<file path="src/rtl/mbus_wakeup_int_req_ctrl_if.sv">
// rtl/mbus_wakeup_int_req_ctrl_if.sv - request/wakeup/grant bundle between layer logic, MBus controllers and the requester
interface mbus_wakeup_int_req_ctrl_if #(
  parameter int NUM_SRC = 4,
  parameter int ID_W    = 2
);
  logic [NUM_SRC-1:0] req_set;
  logic [NUM_SRC-1:0] req_mask;
  logic               mbc_isolate;
  logic               wakeup_req;
  logic               int_valid;
  logic [ID_W-1:0]    int_id;
  logic               int_ack;
  logic [NUM_SRC-1:0] pending;
  logic               timeout_err;
  logic               err_clr;
  logic               busy;

  modport master (
    input  req_set, req_mask, mbc_isolate, int_ack, err_clr,
    output wakeup_req, int_valid, int_id, pending, timeout_err, busy
  );

  modport slave (
    output req_set, req_mask, mbc_isolate, int_ack, err_clr,
    input  wakeup_req, int_valid, int_id, pending, timeout_err, busy
  );
endinterface

</file>
<file path="src/rtl/mbus_wakeup_int_req_ctrl.sv">
// rtl/mbus_wakeup_int_req_ctrl.sv - wakes the MBus domain and presents pending interrupt requests one at a time
module mbus_wakeup_int_req_ctrl #(
  parameter int NUM_SRC   = 4,
  parameter int ID_W      = 2,
  parameter int TIMEOUT   = 255,
  parameter int GAP_CYC   = 4,
  parameter int MAX_RETRY = 3
) (
  input  logic                        clk,
  input  logic                        rst_n,
  mbus_wakeup_int_req_ctrl_if.master  bus
);
  localparam int CNT_MAX = (TIMEOUT > GAP_CYC) ? TIMEOUT : GAP_CYC;
  localparam int CNT_W   = $clog2(CNT_MAX + 1);
  localparam int RTY_W   = $clog2(MAX_RETRY + 2);
  localparam logic [CNT_W-1:0] WAKE_LAST = CNT_W'(TIMEOUT - 1);
  localparam logic [CNT_W-1:0] GAP_LAST  = CNT_W'(GAP_CYC - 1);
  localparam logic [RTY_W-1:0] RTY_LAST  = RTY_W'(MAX_RETRY);

  typedef enum logic [1:0] {IDLE, WAKE, GAP, GRANT} state_t;

  state_t             state;
  logic               iso_meta, iso_s;
  logic [NUM_SRC-1:0] pend, elig, clr;
  logic [CNT_W-1:0]   cnt;
  logic [RTY_W-1:0]   retry;
  logic [ID_W-1:0]    winner, int_id;
  logic               wakeup_req, int_valid, busy, timeout_err;

  // Isolate comes from another power domain; flops park at "asleep".
  always_ff @(posedge clk or negedge rst_n) begin
    if (!rst_n) begin
      iso_meta <= 1'b1;
      iso_s    <= 1'b1;
    end else begin
      iso_meta <= bus.mbc_isolate;
      iso_s    <= iso_meta;
    end
  end

  assign elig = pend & bus.req_mask;
  assign clr  = (state == GRANT && bus.int_ack) ? (NUM_SRC'(1) << int_id) : '0;

  always_comb begin
    winner = '0;
    for (int i = NUM_SRC - 1; i >= 0; i--) begin
      if (elig[i]) winner = ID_W'(i);
    end
  end

  // A new request on the bit being acknowledged survives the clear.
  always_ff @(posedge clk or negedge rst_n) begin
    if (!rst_n) pend <= '0;
    else        pend <= (pend & ~clr) | bus.req_set;
  end

  always_ff @(posedge clk or negedge rst_n) begin
    if (!rst_n) begin
      state       <= IDLE;
      cnt         <= '0;
      retry       <= '0;
      int_id      <= '0;
      wakeup_req  <= 1'b0;
      int_valid   <= 1'b0;
      busy        <= 1'b0;
      timeout_err <= 1'b0;
    end else begin
      if (bus.err_clr) timeout_err <= 1'b0;
      case (state)
        IDLE: begin
          if (elig != '0) begin
            if (!iso_s) begin
              state     <= GRANT;
              int_valid <= 1'b1;
              busy      <= 1'b1;
              int_id    <= winner;
            end else if (!timeout_err) begin
              state      <= WAKE;
              wakeup_req <= 1'b1;
              busy       <= 1'b1;
              cnt        <= '0;
              retry      <= '0;
            end
          end
        end
        WAKE, GAP: begin
          if (elig == '0) begin
            state      <= IDLE;
            wakeup_req <= 1'b0;
            busy       <= 1'b0;
          end else if (!iso_s) begin
            state      <= GRANT;
            wakeup_req <= 1'b0;
            int_valid  <= 1'b1;
            int_id     <= winner;
          end else if (state == WAKE && cnt == WAKE_LAST) begin
            cnt        <= '0;
            wakeup_req <= 1'b0;
            if (retry < RTY_LAST) begin
              retry <= retry + 1'b1;
              state <= GAP;
            end else begin
              // Setting the error here outranks a same-cycle err_clr.
              timeout_err <= 1'b1;
              state       <= IDLE;
              busy        <= 1'b0;
            end
          end else if (state == GAP && cnt == GAP_LAST) begin
            cnt        <= '0;
            state      <= WAKE;
            wakeup_req <= 1'b1;
          end else begin
            cnt <= cnt + 1'b1;
          end
        end
        GRANT: begin
          // Ack and bus-asleep both return to IDLE; only the ack clears pend.
          if (bus.int_ack || iso_s) begin
            state     <= IDLE;
            int_valid <= 1'b0;
            busy      <= 1'b0;
          end
        end
        default: begin
          state      <= IDLE;
          wakeup_req <= 1'b0;
          int_valid  <= 1'b0;
          busy       <= 1'b0;
        end
      endcase
    end
  end

  assign bus.wakeup_req  = wakeup_req;
  assign bus.int_valid   = int_valid;
  assign bus.int_id      = int_id;
  assign bus.pending     = pend;
  assign bus.timeout_err = timeout_err;
  assign bus.busy        = busy;
endmodule
</file>
<file path="src/flat_wrapper.sv">
// flat-port wrapper written by rule: the top's interface ports become plain ports
module mbus_wakeup_int_req_ctrl_flat 
#(
  parameter int NUM_SRC   = 4,
  parameter int ID_W      = 2,
  parameter int TIMEOUT   = 255,
  parameter int GAP_CYC   = 4,
  parameter int MAX_RETRY = 3
)
  (clk, rst_n, bus_req_set, bus_req_mask, bus_mbc_isolate, bus_int_ack, bus_err_clr, bus_wakeup_req, bus_int_valid, bus_int_id, bus_pending, bus_timeout_err, bus_busy);
  mbus_wakeup_int_req_ctrl_if #(.NUM_SRC(NUM_SRC), .ID_W(ID_W)) bus_i ();
  input  logic clk;
  input  logic rst_n;
  input wire logic [$bits(bus_i.req_set)-1:0] bus_req_set;
  input wire logic [$bits(bus_i.req_mask)-1:0] bus_req_mask;
  input wire logic [$bits(bus_i.mbc_isolate)-1:0] bus_mbc_isolate;
  input wire logic [$bits(bus_i.int_ack)-1:0] bus_int_ack;
  input wire logic [$bits(bus_i.err_clr)-1:0] bus_err_clr;
  output wire logic [$bits(bus_i.wakeup_req)-1:0] bus_wakeup_req;
  output wire logic [$bits(bus_i.int_valid)-1:0] bus_int_valid;
  output wire logic [$bits(bus_i.int_id)-1:0] bus_int_id;
  output wire logic [$bits(bus_i.pending)-1:0] bus_pending;
  output wire logic [$bits(bus_i.timeout_err)-1:0] bus_timeout_err;
  output wire logic [$bits(bus_i.busy)-1:0] bus_busy;
  assign bus_i.req_set = bus_req_set;
  assign bus_i.req_mask = bus_req_mask;
  assign bus_i.mbc_isolate = bus_mbc_isolate;
  assign bus_i.int_ack = bus_int_ack;
  assign bus_i.err_clr = bus_err_clr;
  assign bus_wakeup_req = bus_i.wakeup_req;
  assign bus_int_valid = bus_i.int_valid;
  assign bus_int_id = bus_i.int_id;
  assign bus_pending = bus_i.pending;
  assign bus_timeout_err = bus_i.timeout_err;
  assign bus_busy = bus_i.busy;
  mbus_wakeup_int_req_ctrl #(.NUM_SRC(NUM_SRC), .ID_W(ID_W), .TIMEOUT(TIMEOUT), .GAP_CYC(GAP_CYC), .MAX_RETRY(MAX_RETRY)) u_core (.clk(clk), .rst_n(rst_n), .bus(bus_i));
endmodule
</file>
<file path="config.mk">
export PLATFORM = sky130hd
export DESIGN_NAME = mbus_wakeup_int_req_ctrl_flat
export DESIGN_NICKNAME = d
export VERILOG_FILES = /design/src/rtl/mbus_wakeup_int_req_ctrl_if.sv /design/src/rtl/mbus_wakeup_int_req_ctrl.sv /design/src/flat_wrapper.sv
export SDC_FILE = /design/constraint.sdc
export NUM_CORES = 1
export LEC_CHECK = 0
export BUFFER_PORTS_ARGS = -buffer_cell sky130_fd_sc_hd__buf_2
export CAP_MARGIN = 25
export CORE_AREA = 8 8 60 62
export CTS_CLUSTER_DIAMETER = 150
export DETAILED_ROUTE_END_ITERATION = 7
export DIE_AREA = 0 0 68 70
export GPL_TIMING_DRIVEN = 0
export PLACE_DENSITY = 0.76
export REMOVE_ABC_BUFFERS = 1
export SLEW_MARGIN = 25
export SYNTH_ARGS = -nofsm -noshare
export SYNTH_HDL_FRONTEND = slang
export SYNTH_SLANG_ARGS = --single-unit
</file>
<file path="constraint.sdc">
create_clock -name clk -period 2.3 [get_ports clk]
set_clock_uncertainty 0.05 [all_clocks]
set_input_delay 0.46 -clock clk [delete_from_list [all_inputs] [get_ports clk]]
set_output_delay 0.46 -clock clk [all_outputs]
set_load 0.05 [all_outputs]
</file>
==> run_results.csv, run 1 <==
group,metric,value,unit
run,drv_cap,0,
detailed_routing,viasPerCell,5.78,
logic_synthesis,syn_area_per_cell,9.43,sq um
timing,hold_ws,0.0480,ns
pwr,pwr_density_cell,1270,nW/um^2
global_routing,antenna_found_initial,0,
timing,slew_violations,0,
global_routing,grt_pass1_wl,5200,microns
place,gp_congestion,0.855,
timing,tns,0,ns
worst_setup_path,startpoint_type,"flop",
floorplan,rows,19,
floorplan,coreArea,2660,sq um
pwr,fin_total_pwr,2.11,mW
cells_and_area,diodes,0,
cells_and_area,final_common_cell,"dfrtp_1",
cells_and_area,drive_gt1_share,23.3,%
clocking,cts_buffers,3,
timing,fmax,0.454,GHz
detailed_routing,drtAntennaViolNets,0,
clocking,hold_buffers,0,
detailed_routing,vias,1219,
clocking,cts_tree,"yes",
floorplan,start_util,53.1,%
clocking,root_buffer,"clkbuf_4",
clocking,h-tree-depth,1,
worst_setup_path,arrival,2.36,ns
run_status,status,"complete, no violations",
floorplan,io_pins,23,
detailed_routing,wl,3110,microns
worst_setup_path,end_kind,"flop",
pwr,power.leakage,0.784,nW
logic_synthesis,synthesis.yosys.warnings,0,
global_routing,grt_overflow,0,
logic_synthesis,yosysUniqueCellTypes,42,
place,dp_cells,198,
global_routing,grt_pass1_vias,1212,
detailed_routing,drt-initial-drc-count,67,
cells_and_area,final_cells,211,
clocking,clk_pin_slew,0.14,ns
floorplan,die_w,68,microns
pwr,irDropWorstVdd,0.000825,V
timing,finalSetupViolCount,0,
worst_setup_path,cp.required,2.46,ns
cells_and_area,syn2layout_area_growth,16.8,%
logic_synthesis,ys_dominant_reg_cell,"dfrtp_1",
place,port_buffers,22,
clocking,clock-sinks,25,
logic_synthesis,postSynthCellCount,150,
floorplan,fp.dieArea,4760,sq um
clocking,clkLatencyLatePin,0.32,ns
place,placed_cell_area,1540,sq um
timing,rsz0062_at_grt,"true",
logic_synthesis,synth_top_area_share,40.7,%
clocking,clk_path_buf_depth,2,
logic_synthesis,syn_area,1420,sq um
worst_setup_path,cp_max_fo,8,
cells_and_area,fin_area,1650,sq um
detailed_routing,drt-wirelength-per-cell,14.7,microns
cells_and_area,fillers,227,
detailed_routing,first_pass_iters,5,
timing,hold_viol_final,0,
logic_synthesis,synth_edf_count,0,
global_routing,grt_max_degree,26,
global_routing,grt_use_total,13.2,%
logic_synthesis,synthArstFlopShare,100,%
timing,worst_slew_pin_slew,0.542,ns
floorplan,die_h,70,microns
cells_and_area,layout.nets,202,
worst_hold_path,holdCritPathClass,"input port to async pin",
timing,timing.final.crit_share,95.8,%
timing,period_needed,2.20,ns
logic_synthesis,synth_area_leader_cell,"dfrtp_1",
worst_setup_path,worstSetupPathType,"flop to flop",
logic_synthesis,ys_ff_latch,25,
timing,max_slew_margin,63.9,%
cells_and_area,most-common-layout-cells,"dfrtp_1 (23), buf_2 (22), nand2_1 (17)",
place,post-dp-hpwl,2210,microns
logic_synthesis,yosys-top-cells-area,"dfrtp_1 (41%), ha_1 (7.1%), nand2_1 (4.5%), dfstp_2 (3.7%), nand3_1 (3.2%)",
detailed_routing,drc,0,
logic_synthesis,yosysSeqAreaShare,44.4,%
report_power, final:
group          total (mW)  internal (mW)  leakage (nW)  switching, mW
combinational        1.19          0.514         0.478          0.672
clock               0.197         0.0679        0.0150          0.129
sequential          0.724          0.576         0.291          0.148
cell type report:
class / count / area [sq um] / area share, %
inverter: 9 / 33.8 / 2.04
clock buffer: 4 / 26.3 / 1.59
timing repair buffer: 31 / 178 / 10.7
sequential: 25 / 628 / 38.0
multi-input combinational: 111 / 748 / 45.3
tap: 31 / 38.8 / 2.35
cells by family after synthesis:
family | count (synthesis) | synth area share [%]
AND/OR/NAND/NOR | 58 | 21.0
AO/OA/AOI/OAI | 42 | 20.9
flip-flops | 25 | 44.4
buffers and inverters | 14 | 4.24
adder cells (fa/ha/maj) | 8 | 7.07
multiplexers | 3 | 2.39
metrics by stage:
| step | setup WS [ns] | utilization [%] |
|---|---|---|
| 2_1_floorplan | 0.0675 | - |
| 3_3_place_gp | -0.210 | 57.8 |
| 3_5_place_dp | -0.261 | 57.8 |
| 4_1_cts | 0.0138 | 59.4 |
| 5_1_grt | -0.0370 | 62.1 |
| 6_report | 0.0976 | 62.1 |
critical path, cell delays in order, from the launching register on:
cell and delay (ns):
dfrtp_1 0.45, or4_1 0.50, or4_1 0.54, nand3_4 0.14, o21ai_1 0.11, mux2_1 0.32
path summary, 6_finish.rpt:
check / slack, ns / cells past startpoint / from / end
worst min register to register: 0.32 / 0 / u_core.iso_meta$_DFF_PN1_ / u_core.iso_s$_DFF_PN1_
worst min-delay path: 0.05 / 1 / rst_n / u_core.bus.pending[3]$_DFF_PN0_
worst max register to register: 0.1 / 5 / u_core.cnt[5]$_DFFE_PN0P_ / u_core.state[0]$_DFFE_PN0P_
worst max-delay path: 0.1 / 5 / u_core.cnt[5]$_DFFE_PN0P_ / u_core.state[0]$_DFFE_PN0P_
max in group asynchronous: 1.79 / 1 / rst_n / u_core.state[0]$_DFFE_PN0P_
min in group clk: 0.17 / 1 / bus_mbc_isolate / u_core.iso_meta$_DFF_PN1_
metal layers:
metal / share of wire [%] / up-vias / global-route usage (%)
met2: 50 / 26 / 22.7
li1: - / 618 / -
met1: 43 / 573 / 15.5
met3: 6.6 / 2 / 4.31
met5: 0 / - / 0
met4: 0.26 / 0 / 2.28
sequential cells by signal, indices dropped and copies added, names as in the netlist:
register,count
u_core.cnt,8
u_core.bus.pending,4
u_core.retry,3
u_core.bus.int_id,2
u_core.state,2
u_core.bus.busy,1
u_core.bus.int_valid,1
u_core.bus.timeout_err,1
u_core.bus.wakeup_req,1
u_core.iso_meta,1
u_core.iso_s,1
synth_stat cells, types with 2 or more instances:
library cell  count
and2_1            2
or3_1             2
nor2_1            8
a21oi_1           6
o31ai_1           3
o21ai_0           7
a32oi_1           2
a2bb2oi_1         2
inv_1             9
mux2_2            2
clkbuf_1          4
nor3_1            5
nand3_1           9
dfrtp_1          23
ha_1              8
nand2_1          17
dfstp_2           2
a21o_1            5
nand4_1           3
nand2b_1          2
a22oi_1           2
or4_1             2
and4_1            2
o22ai_1           4
a22o_1            2
repair_timing:
item | in CTS | in global routing
resized for setup | 2 | 2
setup endpoints to repair | 10 | 10
pin swaps | 1 | 1
buffers inserted | 2 | 7
hold endpoints to repair | 0 | 0
Note: power is estimated with default switching activity, not from simulation.
==> run 2: changes to the inputs <==
- BUFFER_PORTS_ARGS: -buffer_cell sky130_fd_sc_hd__buf_2 -> -buffer_cell sky130_fd_sc_hd__buf_4
- clock period: 2.3 -> 2.5 ns (I/O delays scaled with it)
==> run 2 against run 1 <==
The flow now finishes with violations (negative hold slack). Global-route usage about the same. Clock-buffer cell count is the same. First-iteration DRC count grew 7.5%. Sequential cell count stayed put. Sequential share of layout area up 0.23 points. Wire length down 1.8%. Non-clock buffer count down 8. Design area decreased by 0.61%. Total power shrank 14%. Cell count shrank 3.8%. Largest cell class unchanged. Largest power group unchanged.
==> run_results.csv, run 2 (synthesis gave the netlist of run 1 again) <==
group,metric,value,unit
worst_setup_path,r2r_start,"u_core.state[1]$_DFFE_PN0P_",
floorplan,fp.dieArea,4760,sq um
global_routing,met1_usage,15.0,%
global_routing,grt_use_total,13.2,%
timing,hold_ws,-0.00234,ns
run_status,status,"complete, but fails checks",
pwr,power.leakage,0.769,nW
worst_setup_path,reg2reg_depth,6,
timing,fin_ws,0.177,ns
floorplan,start_util,53.1,%
timing,slew_violations,0,
cells_and_area,drive_gt1_share,19.8,%
detailed_routing,first_pass_iters,4,
place,dp_cells,198,
timing,period_needed,2.32,ns
global_routing,met3_usage,4.47,%
worst_setup_path,end_kind,"flop",
timing,hold_viol_final,7,
pwr,irDropWorstVdd,0.000813,V
worst_setup_path,r2r-end,"u_core.cnt[5]$_DFFE_PN0P_",
clocking,hold_buffers,0,
detailed_routing,drt-wirelength-per-cell,15.0,microns
worst_setup_path,critPathMaxStageDelay,0.49,ns
cells_and_area,final_cells,203,
timing,timing.final.crit_share,92.9,%
clocking,clock-sinks,25,
detailed_routing,viasPerCell,6.08,
place,gp_congestion,0.863,
detailed_routing,vias,1235,
worst_setup_path,path_cells,"inv_1, ha_2, nor2_1, a2111o_2, or2_2, o31ai_1",
detailed_routing,drc,0,
worst_setup_path,cp.required,2.69,ns
timing,max_slew_margin,73.8,%
worst_setup_path,arrival,2.51,ns
cells_and_area,final_common_cell,"dfrtp_1",
worst_setup_path,rrSetupSlack,0.18,ns
global_routing,grt_pass1_wl,5050,microns
worst_setup_path,crit_end,"u_core.cnt[5]$_DFFE_PN0P_",
cells_and_area,largest_register_ffs,8,
timing,finalSetupViolCount,0,
clocking,h-tree-depth,1,
floorplan,io_pins,23,
cells_and_area,most-common-layout-cells,"dfrtp_1 (23), buf_4 (22), nand2_1 (17)",
pwr,pwr_density_cell,1100,nW/um^2
cells_and_area,syn2layout_area_growth,16.1,%
floorplan,coreArea,2660,sq um
run_status,violations,"negative hold slack",
timing,worst_slew_pin_slew,0.394,ns
floorplan,die_w,68,microns
global_routing,grt-busiest-layer,"met2",
worst_setup_path,critical_path_buf_inv_count,1,
worst_setup_path,worstSetupPathType,"flop to flop",
pwr,fin_total_pwr,1.81,mW
clocking,cts_buffers,3,
detailed_routing,drt-initial-drc-count,72,
floorplan,die_h,70,microns
global_routing,grt_overflow,0,
place,port_buffers,22,
cells_and_area,layout.nets,194,
worst_setup_path,crit_start,"u_core.state[1]$_DFFE_PN0P_",
global_routing,antenna_found_initial,0,
global_routing,grt_pass1_vias,1162,
clocking,clk_pin_slew,0.14,ns
worst_setup_path,cp_max_fo,11,
worst_setup_path,startpoint_type,"flop",
global_routing,grt_max_degree,26,
place,placed_cell_area,1590,sq um
worst_setup_path,path_depth,6,
worst_setup_path,cpMaxStageDelayCell,"a2111o_2",
run,drv_cap,0,
floorplan,rows,19,
timing,rsz0062_at_grt,"false",
detailed_routing,wl,3050,microns
global_routing,grt_use_met2,21.8,%
worst_setup_path,path_delay_family,"compound AO/OA/AOI/OAI gates",
clocking,cts_tree,"yes",
clocking,clk_path_buf_depth,2,
timing,fmax,0.431,GHz
place,dp_slack,-0.0600,ns
cells_and_area,fin_area,1640,sq um
cells_and_area,top_register,"u_core.cnt",
cells_and_area,fillers,223,
cells_and_area,diodes,0,
clocking,clkLatencyLatePin,0.32,ns
worst_hold_path,holdCritPathClass,"input port to async pin",
clocking,root_buffer,"clkbuf_4",
detailed_routing,drtAntennaViolNets,0,
place,post-dp-hpwl,2240,microns
run 2: cell types whose count changed in the layout (fill, tap and decap cells not counted):
cell     delta
nand3_4     -1
ha_2        +1
ha_4        -1
buf_4      +13
buf_12      +1
buf_2      -22
nand3_2     +1
run 2: metal layers:
metal | wire (microns) | vias up | share of wire (%)
met5 | 0 | - | 0
met2 | 1540 | 28 | 51
met3 | 200 | 4 | 6.6
met1 | 1280 | 601 | 42
li1 | - | 602 | -
met4 | 27 | 0 | 0.88
run 2: area by class of cell:
| cell class | count | area (sq um) | area share [%] |
|---|---|---|---|
| Tap cell | 31 | 38.8 | 2.36 |
| Inverter | 9 | 33.8 | 2.06 |
| Sequential cell | 25 | 628 | 38.2 |
| Multi-Input combinational cell | 111 | 731 | 44.5 |
| Clock buffer | 4 | 26.3 | 1.60 |
| Timing Repair Buffer | 23 | 185 | 11.3 |
run 2: how the worst min path moves through the flow:
stage                               from  slack, ns  cells after the start                               end
3_5_place_dp   u_core.iso_meta$_DFF_PN1_       0.30                      0            u_core.iso_s$_DFF_PN1_
2_1_floorplan                      rst_n       0.15                      0       u_core.bus.busy$_DFFE_PN0P_
4_1_cts                            rst_n      0.005                      1   u_core.bus.pending[2]$_DFF_PN0_
6_report                           rst_n     -0.002                      1  u_core.bus.int_id[1]$_DFFE_PN0P_
3_3_place_gp   u_core.iso_meta$_DFF_PN1_       0.30                      0            u_core.iso_s$_DFF_PN1_
5_1_grt                            rst_n      0.008                      1   u_core.bus.pending[2]$_DFF_PN0_
run 2: through the flow:
stage | setup TNS, ns | util, %
final | 0 | 61.7
after global routing | 0 | 61.7
after CTS | 0 | 60.9
after detailed placement | -0.0839 | 59.8
after global placement | 0 | 59.8
after floorplan | 0 | -
run 2: repair_timing:
item,4_1_cts,5_1_grt
setup endpoints to repair,2,4
pin swaps,0,1
resized for setup,2,0
buffers inserted,0,1
run 2: power by group:
part	switching [mW]	internal (mW)
sequential	0.141	0.530
clock	0.122	0.0625
combinational	0.572	0.381
==> run 3: changes to the inputs <==
- RECOVER_POWER: not set -> 100
==> run 3 against run 2 <==
The flow now finishes without violations. Total power fell by 2.2%. Die area is the same. Design area shrank 2.5%. Via count rose by 0.57%. Global-route usage is the same. Worst setup slack improved by 0.0023 ns. Clock-buffer cell count stayed put. Non-clock buffer count is the same. Critical path type unchanged.
==> run_results.csv, run 3 (synthesis gave the netlist of run 1 again) <==
group,metric,value,unit
worst_setup_path,arrival,2.51,ns
detailed_routing,drt-initial-drc-count,82,
timing,hold_ws,0.218,ns
timing,tns,0,ns
global_routing,grt_pass1_wl,5050,microns
pwr,fin_total_pwr,1.77,mW
timing,slew_violations,0,
clocking,root_buffer,"clkbuf_4",
global_routing,grt_max_degree,26,
detailed_routing,wl,3090,microns
clocking,cts_tree,"yes",
floorplan,die_h,70,microns
timing,rsz0062_at_grt,"false",
worst_setup_path,startpoint_type,"flop",
clocking,cts_buffers,3,
cells_and_area,layout.nets,194,
timing,period_needed,2.32,ns
detailed_routing,drtAntennaViolNets,0,
pwr,irDropWorstVdd,0.000775,V
worst_setup_path,cp_max_fo,11,
pwr,power.leakage,0.730,nW
cells_and_area,top_register,"u_core.cnt",
global_routing,antenna_found_initial,0,
clocking,h-tree-depth,1,
clocking,hold_buffers,0,
cells_and_area,final_common_cell,"dfrtp_1",
clocking,clock-sinks,25,
timing,fmax,0.431,GHz
pwr,pwr_density_cell,1100,nW/um^2
cells_and_area,diodes,0,
timing,hold_viol_final,0,
run_status,status,"complete, no violations",
floorplan,start_util,53.1,%
worst_setup_path,cp.required,2.69,ns
floorplan,die_w,68,microns
floorplan,coreArea,2660,sq um
detailed_routing,vias,1242,
timing,finalSetupViolCount,0,
floorplan,fp.dieArea,4760,sq um
global_routing,grt_overflow,0,
cells_and_area,syn2layout_area_growth,13.2,%
detailed_routing,drt-wirelength-per-cell,15.2,microns
floorplan,rows,19,
clocking,clk_path_buf_depth,2,
global_routing,grt_use_total,13.2,%
place,post-dp-hpwl,2240,microns
timing,max_slew_margin,12.2,%
detailed_routing,drc,0,
worst_setup_path,worstSetupPathType,"flop to flop",
clocking,clkLatencyLatePin,0.32,ns
worst_setup_path,end_kind,"flop",
worst_hold_path,holdCritPathClass,"input port to flop",
cells_and_area,drive_gt1_share,13.4,%
timing,timing.final.crit_share,92.8,%
timing,worst_slew_pin_slew,1.32,ns
detailed_routing,viasPerCell,6.12,
detailed_routing,first_pass_iters,4,
place,port_buffers,22,
global_routing,grt_pass1_vias,1162,
run,drv_cap,0,
floorplan,io_pins,23,
clocking,clk_pin_slew,0.14,ns
cells_and_area,most-common-layout-cells,"dfrtp_1 (23), nand2_1 (17), clkbuf_1 (12)",
place,gp_congestion,0.863,
cells_and_area,largest_register_ffs,8,
==> run 3: metal layers <==
layer  vias up  share of wire [%]  GRT usage (%)  wire length [microns]
met5         -                  0              0                      0
met4         0               0.88           5.01                     27
met3         4                7.2           4.47                    221
met2        30                 50           21.8                   1550
met1       605                 42           15.0                   1290
li1        603                  -              -                      -
==> run 3: area by class of cell <==
type	count	area [sq um]
multi-input combinational	111	731
tap	31	38.8
sequential	25	628
clock buffer	4	26.3
timing repair buffer	23	144
fill	241	1060
inverter	9	33.8
==> run 3: timing repair <==
item	4_1_cts	5_1_grt
hold endpoints to repair	0	0
buffers inserted	0	1
pin swaps	0	1
setup endpoints to repair	2	4
resized for setup	2	0
gates cloned	0	0
==> run 3: stage by stage <==
step	utilization [%]	setup WS [ns]	instances	cell area, sq um
floorplan	-	0.267	145	1390
global placement	59.8	0.00924	198	1590
detailed placement	59.8	-0.0600	198	1590
CTS	60.9	0.0822	202	1620
global route	60.2	0.0573	203	1600
finish	60.2	0.180	203	1600
==> run 3: final timing paths <==
check / slack, ns / start / endpoint / cells after the start
setup / recovery: 0.18 / u_core.state[1]$_DFFE_PN0P_ / u_core.cnt[5]$_DFFE_PN0P_ / 6
hold / removal: 0.22 / bus_mbc_isolate / u_core.iso_meta$_DFF_PN1_ / 1
setup reg to reg: 0.18 / u_core.state[1]$_DFFE_PN0P_ / u_core.cnt[5]$_DFFE_PN0P_ / 6
hold reg to reg: 0.32 / u_core.iso_meta$_DFF_PN1_ / u_core.iso_s$_DFF_PN1_ / 0
max in group asynchronous: 1.24 / rst_n / u_core.retry[1]$_DFFE_PN0P_ / 1
min in group asynchronous: 0.39 / rst_n / u_core.bus.int_id[1]$_DFFE_PN0P_ / 1
==> run 3: critical path: stages, from the launching register on <==
cell and delay [ns]:
dfrtp_1 0.42, inv_1 0.10, ha_2 0.45, nor2_1 0.14, a2111o_2 0.49, or2_2 0.35
o31ai_1 0.23
==> run 3: where the power goes <==
group	switching, mW	internal, mW	total (mW)	leakage [nW]
Combinational	0.574	0.341	0.915	0.424
Sequential	0.140	0.530	0.670	0.291
Clock	0.121	0.0625	0.183	0.0150
